File: config.mk
export PLATFORM = sky130hd
export DESIGN_NAME = gpr_access_arbiter
export DESIGN_NICKNAME = d
export VERILOG_FILES = /design/src/rtl/gpr_arb_pkg.sv /design/src/rtl/gpr_access_arbiter_rr_arbiter.sv /design/src/rtl/gpr_access_arbiter.sv
export SDC_FILE = /design/constraint.sdc
export NUM_CORES = 1
export LEC_CHECK = 0
export CAP_MARGIN = 20
export CORE_MARGIN = 2
export CORE_UTILIZATION = 32
export CTS_CLUSTER_SIZE = 30
export DETAILED_ROUTE_END_ITERATION = 8
export GPL_TIMING_DRIVEN = 0
export HOLD_SLACK_MARGIN = 0.03
export PLACE_DENSITY = 0.78
export SETUP_SLACK_MARGIN = 0.02
export SYNTH_ARGS = -nofsm -noshare
export SYNTH_HDL_FRONTEND = slang
export SYNTH_SLANG_ARGS = --single-unit
File: constraint.sdc
create_clock -name clk -period 3 [get_ports clk]
set_input_delay 0.75 -clock clk [delete_from_list [all_inputs] [get_ports clk]]
set_output_delay 0.75 -clock clk [all_outputs]
set_load 0.05 [all_outputs]
File: src/rtl/gpr_arb_pkg.sv
// Shared widths, state encoding and request payload for the GPR access arbiter.
package gpr_arb_pkg;

  localparam int unsigned GPR_ADDR_W = 5;
  localparam int unsigned GPR_DATA_W = 32;
  localparam int unsigned GPR_COUNT  = 32;
  localparam int unsigned GPR_CNT_W  = $clog2(GPR_COUNT);

  typedef enum logic {
    ARB   = 1'b0,
    CLEAR = 1'b1
  } gpr_arb_state_t;

  typedef struct packed {
    logic                  we;
    logic [GPR_ADDR_W-1:0] addr;
    logic [GPR_DATA_W-1:0] wdata;
  } gpr_req_t;

endpackage

File: src/rtl/gpr_access_arbiter_rr_arbiter.sv
// Combinational round-robin arbiter: one-hot grant to the first request at or after ptr.
module rr_arbiter #(
  parameter int unsigned N = 3
) (
  input  logic [N-1:0]         req,
  input  logic [$clog2(N)-1:0] ptr,
  output logic [N-1:0]         gnt
);

  localparam int unsigned PW = $clog2(N);

  // Scan ptr, ptr+1, ... modulo N and grant the first asserted request.
  always_comb begin
    logic          found;
    logic [PW-1:0] idx;
    gnt   = '0;
    found = 1'b0;
    idx   = '0;
    for (int unsigned off = 0; off < N; off++) begin
      idx = PW'((32'(ptr) + off) % N);
      if (!found && req[idx]) begin
        gnt[idx] = 1'b1;
        found    = 1'b1;
      end
    end
  end

endmodule

File: src/rtl/gpr_access_arbiter.sv
// Round-robin front end for the single-port 32x32 GPR file, with a clear sequencer.
// Optional build macro ZERO_REG_EN: register 0 reads as zero and ignores writes.
module gpr_access_arbiter
  import gpr_arb_pkg::*;
#(
  parameter int unsigned NUM_REQ = 3,
  parameter int unsigned ADDR_W  = GPR_ADDR_W,
  parameter int unsigned DATA_W  = GPR_DATA_W
) (
  input  logic                      clk,
  input  logic                      reset,
  input  logic                      clear_start,
  output logic                      clear_busy,
  input  logic [NUM_REQ-1:0]        req_valid,
  output logic [NUM_REQ-1:0]        req_ready,
  input  logic [NUM_REQ-1:0]        req_we,
  input  logic [NUM_REQ*ADDR_W-1:0] req_addr,
  input  logic [NUM_REQ*DATA_W-1:0] req_wdata,
  output logic [NUM_REQ-1:0]        resp_valid,
  output logic [DATA_W-1:0]         resp_rdata,
  output logic                      gpr_we,
  output logic [ADDR_W-1:0]         gpr_addr,
  output logic [DATA_W-1:0]         gpr_wdata,
  input  logic [DATA_W-1:0]         gpr_rdata
);

  localparam int unsigned PTR_W = $clog2(NUM_REQ);
  localparam int unsigned CNT_W = GPR_CNT_W;

  localparam logic [0:0] ST_ARB   = 1'(ARB);
  localparam logic [0:0] ST_CLEAR = 1'(CLEAR);

  logic [0:0]         state_q,      state_d;
  logic [PTR_W-1:0]   rr_ptr_q,     rr_ptr_d;
  logic [CNT_W-1:0]   clr_cnt_q,    clr_cnt_d;
  logic [NUM_REQ-1:0] resp_valid_q, resp_valid_d;
  logic [DATA_W-1:0]  resp_rdata_q, resp_rdata_d;

  gpr_req_t           reqs [NUM_REQ];
  gpr_req_t           sel;
  logic [NUM_REQ-1:0] gnt;
  logic [PTR_W-1:0]   gnt_idx;

  // Unpack the flat request buses into per-requester payloads.
  always_comb begin
    for (int unsigned i = 0; i < NUM_REQ; i++) begin
      reqs[i].we    = req_we[i];
      reqs[i].addr  = GPR_ADDR_W'(req_addr[i*ADDR_W +: ADDR_W]);
      reqs[i].wdata = GPR_DATA_W'(req_wdata[i*DATA_W +: DATA_W]);
    end
  end

  rr_arbiter #(
    .N (NUM_REQ)
  ) u_rr_arbiter (
    .req (req_valid),
    .ptr (rr_ptr_q),
    .gnt (gnt)
  );

  // Encode the one-hot grant into an index for payload selection and pointer update.
  always_comb begin
    gnt_idx = '0;
    for (int unsigned i = 0; i < NUM_REQ; i++) begin
      if (gnt[i]) gnt_idx = PTR_W'(i);
    end
  end

  assign sel = reqs[gnt_idx];

  // Next-state, register-file port drive and response capture.
  always_comb begin
    state_d      = state_q;
    rr_ptr_d     = rr_ptr_q;
    clr_cnt_d    = clr_cnt_q;
    resp_valid_d = '0;
    resp_rdata_d = resp_rdata_q;
    req_ready    = '0;
    gpr_we       = 1'b0;
    gpr_addr     = '0;
    gpr_wdata    = '0;
    case (state_q)
      ST_ARB: begin
        if (clear_start) begin
          // A clear request pre-empts any grant in the same cycle.
          state_d   = ST_CLEAR;
          clr_cnt_d = '0;
        end else if (|gnt) begin
          req_ready    = gnt;
          gpr_addr     = ADDR_W'(sel.addr);
          gpr_wdata    = DATA_W'(sel.wdata);
          rr_ptr_d     = (gnt_idx == PTR_W'(NUM_REQ - 1)) ? '0 : gnt_idx + PTR_W'(1);
          resp_valid_d = gnt;
`ifdef ZERO_REG_EN
          gpr_we       = sel.we & (sel.addr != '0);
          resp_rdata_d = (sel.we || (sel.addr == '0)) ? '0 : gpr_rdata;
`else
          gpr_we       = sel.we;
          resp_rdata_d = sel.we ? '0 : gpr_rdata;
`endif
        end
      end
      ST_CLEAR: begin
        gpr_we    = 1'b1;
        gpr_addr  = ADDR_W'(clr_cnt_q);
        clr_cnt_d = clr_cnt_q + CNT_W'(1);
        if (clr_cnt_q == CNT_W'(GPR_COUNT - 1)) state_d = ST_ARB;
      end
      default: state_d = ST_ARB;
    endcase
  end

  // State and response registers.
  always_ff @(posedge clk or posedge reset) begin
    if (reset) begin
      state_q      <= ST_ARB;
      rr_ptr_q     <= '0;
      clr_cnt_q    <= '0;
      resp_valid_q <= '0;
      resp_rdata_q <= '0;
    end else begin
      state_q      <= state_d;
      rr_ptr_q     <= rr_ptr_d;
      clr_cnt_q    <= clr_cnt_d;
      resp_valid_q <= resp_valid_d;
      resp_rdata_q <= resp_rdata_d;
    end
  end

  assign clear_busy = (state_q == ST_CLEAR);
  assign resp_valid = resp_valid_q;
  assign resp_rdata = resp_rdata_q;

endmodule

==> reports/results.ini <==
[power]
p_int_mw=3.49
power_switching_mw=3.40
p_comb_share_pct=79.8
p_leak_nw=2.83
power_frac_clock_pct=5.3
switching_share_pct=49.3
vdd_drop_max_mv=0.475
seq_power_share_pct=15.0
powerDensity_nw_per_um2=934

[placement]
placed_area_um2=6240
dp_hpwl_um=9610
port_buffers=228
placedCellCount=694
place_congestion=0.903

[cts]
ctsHoldBuffers=0
max-clock-path-buffers=2
root_buffer=clkbuf_8
clkTransAtPathRegs_ns=0.07
cts_tree=yes
insertion_delay_ns=0.29
cts_sinks=43
cts_inserted_buffers=5
cts-htree-levels=2

[logic_synthesis]
synth_cell_types=47
synth-edff-count=0
synth-compound-area-share_pct=28.8
synthSimpleGateAreaFrac_pct=18.1
synth.cell_area_um2=3170
synth_cells=333
synth_adder_area_share_pct=2.37
avgSynthCellArea_um2=9.51
synthMuxAreaShare_pct=10.8
yosys.area.top_type_share_pct=34.0
synth_seq_cells=43
async_flop_share_pct=100
syn_nets=491
synth_top_family_by_area=compound AO/OA/AOI/OAI gates
synth.area.top_cells=dfrtp_1 34%, o2bb2ai_1 11%, mux2i_1 8.2%, nand2_1 4.9%, o2bb2ai_2 4.7%
synth-seq-area-share_pct=34.0
yosys_warnings=0
synth-xor-area-share_pct=0
ys.flop_type=dfrtp_1
yosys.area.top_type=dfrtp_1

[final_layout]
layout.nets=767
final_util_pct=76.2
antenna_cells=0
fillCellCount=634
finalNonFillerCells=742
layout-drive-gt1-share_pct=36.8
final_area_um2=7380
area_delta_synth_final_pct=133
final_common_cell=clkdlybuf4s50_1
mostFrequentLayoutCells=184 x clkdlybuf4s50_1, 46 x buf_6, 41 x dfrtp_1

[floorplan]
die_h_um=103
num_io_pins=229
die_w_um=103
initial_core_util_pct=32.7
rows=36
core-area_um2=9680
die_area_um2=10700

[timing]
finalMaxSlewViolations=0
setup_slack_ns=-0.670
rsz0062_at_grt=yes
finalCritPeriodShare_pct=122
setup_viol_count_final=41
relSlewSlack_pct=42.3
max_freq_ghz=0.273
worst_pin_slew_ns=0.865
finalHoldViolations=0
finalClockSkew_ns=0.00359
post-route-min-period_ns=3.67

[worst_setup_path]
path_max_fanout=8
startpoint=rr_ptr_q[0]
crit_path_end=gpr_wdata[25]
start_kind=register
r2r-end=resp_rdata[29]
arrival_ns=2.92
crit_type=reg -> out
reg2regPathDepth=13
endpoint_kind=output port
r2r_start=rr_ptr_q[0]
cp.required_ns=2.25
rrSetupSlack_ns=0.20

[global_route]
grt_max_degree=44
grt_pass1_vias=3981
globalRouteOverflowTotal=0
grt_pass1_wl_um=19400
grt_usage_pct=23.2
grt_antenna_before_repair=0

[outcome]
violations=setup timing
status=finished, violations left

[route]
drtPass1Iterations=4
drtIter0Drc=96
post_drt_wl_per_cell_um=18.1
vias=3777
totalWireLength_um=13400
drc=0
drtAntennaViolNets=0
routed_via_density=5.09

[run]
maxCapViolations=0

[hold_path]
holdCritPathClass=reg -> reg

[Yosys cell counts, types with 2 or more instances]
cell type	instances
and3_1	2
o2bb2ai_1	39
o21ai_0	3
a21oi_1	20
o2bb2ai_2	10
nand4_1	2
clkbuf_1	12
nor2_1	22
dfrtp_1	43
buf_2	15
a211oi_1	16
buf_4	4
nand3_1	2
nand2_1	41
inv_1	7
and2_1	2
mux2i_1	26
and4_1	16
ha_1	6
o21ai_1	6
nor2b_1	6
o32ai_1	2
mux2_2	6
nand4b_1	2
[cells by family after synthesis]
kind of cell,after synthesis
buf+inv,39
flops,43
compound gates,107
simple gates,105
fa+ha+maj,6
mux,33
[state kept, by name, indices dropped and copies added, names as in the netlist]
| signal | flops |
|---|---|
| resp_rdata | 32 |
| resp_valid | 3 |
| clear_busy | 1 |
| rr_ptr_q | 2 |
| clr_cnt_q | 5 |
[stage by stage]
step | power [mW] | setup WS (ns) | TNS [ns] | hold WS (ns)
2_1_floorplan | 4.17 | -0.224 | -7.13 | 0.465
3_3_place_gp | 5.31 | -1.92 | -79.97 | 0.471
3_5_place_dp | 5.40 | -1.98 | -82.08 | 0.474
4_1_cts | 6.56 | -0.609 | -22.64 | 0.496
5_1_grt | 7.25 | -0.771 | -29.37 | 0.504
6_report | 6.90 | -0.670 | -25.13 | 0.490
[worst max-delay path: stages, from the launching register on]
cell       delay (ns)
dfrtp_2          0.44
inv_2            0.09
ha_4             0.21
clkbuf_16        0.16
nor3b_1          0.14
o31a_1           0.34
a31oi_4          0.18
buf_12           0.15
nand3_4          0.08
o21ai_4          0.24
buf_8            0.18
clkbuf_16        0.17
o2bb2ai_4        0.06
buf_6            0.16
[area by class of cell]
type	count	area, um2	area share, %
clock buffer	6	82.6	1.12
inverter	7	26.3	0.356
multi-input combinational	251	2750	37.2
buffer	30	368	4.98
timing repair buffer	271	2910	39.4
sequential	43	1080	14.6
clock inverter	1	5.00	0.0678
tap	133	166	2.25
[power by group through the flow]
stage                     registers (mW)  clock network [mW]  logic (mW)
after global routing                1.07               0.403        5.78
after detailed placement            1.03                   0        4.37
final                               1.03               0.363        5.50
after global placement              1.02                   0        4.29
after floorplan                     1.78                   0        2.38
after CTS                           1.03               0.375        5.16
[repair_timing]
| item | in CTS | in global routing |
|---|---|---|
| buffers inserted | 28 | 7 |
| gates cloned | 2 | 7 |
| gates resized for setup | 393 | 22 |
| pin swaps | 15 | 13 |
| setup endpoints to repair | 74 | 65 |
| endpoints found under the hold margin | 0 | 0 |
[worst min-delay path by stage]
stage | from | endpoint | slack, ns | depth (start not counted)
global placement | resp_rdata[21] | resp_rdata[21] | 0.47 | 1
floorplan | clr_cnt_q[3] | clr_cnt_q[3] | 0.46 | 1
global route | resp_rdata[11] | resp_rdata[11] | 0.50 | 1
CTS | resp_rdata[12] | resp_rdata[12] | 0.50 | 1
finish | resp_rdata[31] | resp_rdata[31] | 0.49 | 1
detailed placement | resp_rdata[12] | resp_rdata[12] | 0.47 | 1
[per-layer routing]
| layer | part of all wire [%] | track usage (%) | wire (um) |
|---|---|---|---|
| met3 | 7.5 | 4.50 | 1010 |
| met2 | 51 | 41.0 | 6890 |
| met5 | 0 | 0 | 0 |
| met1 | 39 | 28.0 | 5240 |
| met4 | 2.0 | 8.40 | 274 |
Power figures use the tool's default switching activity.
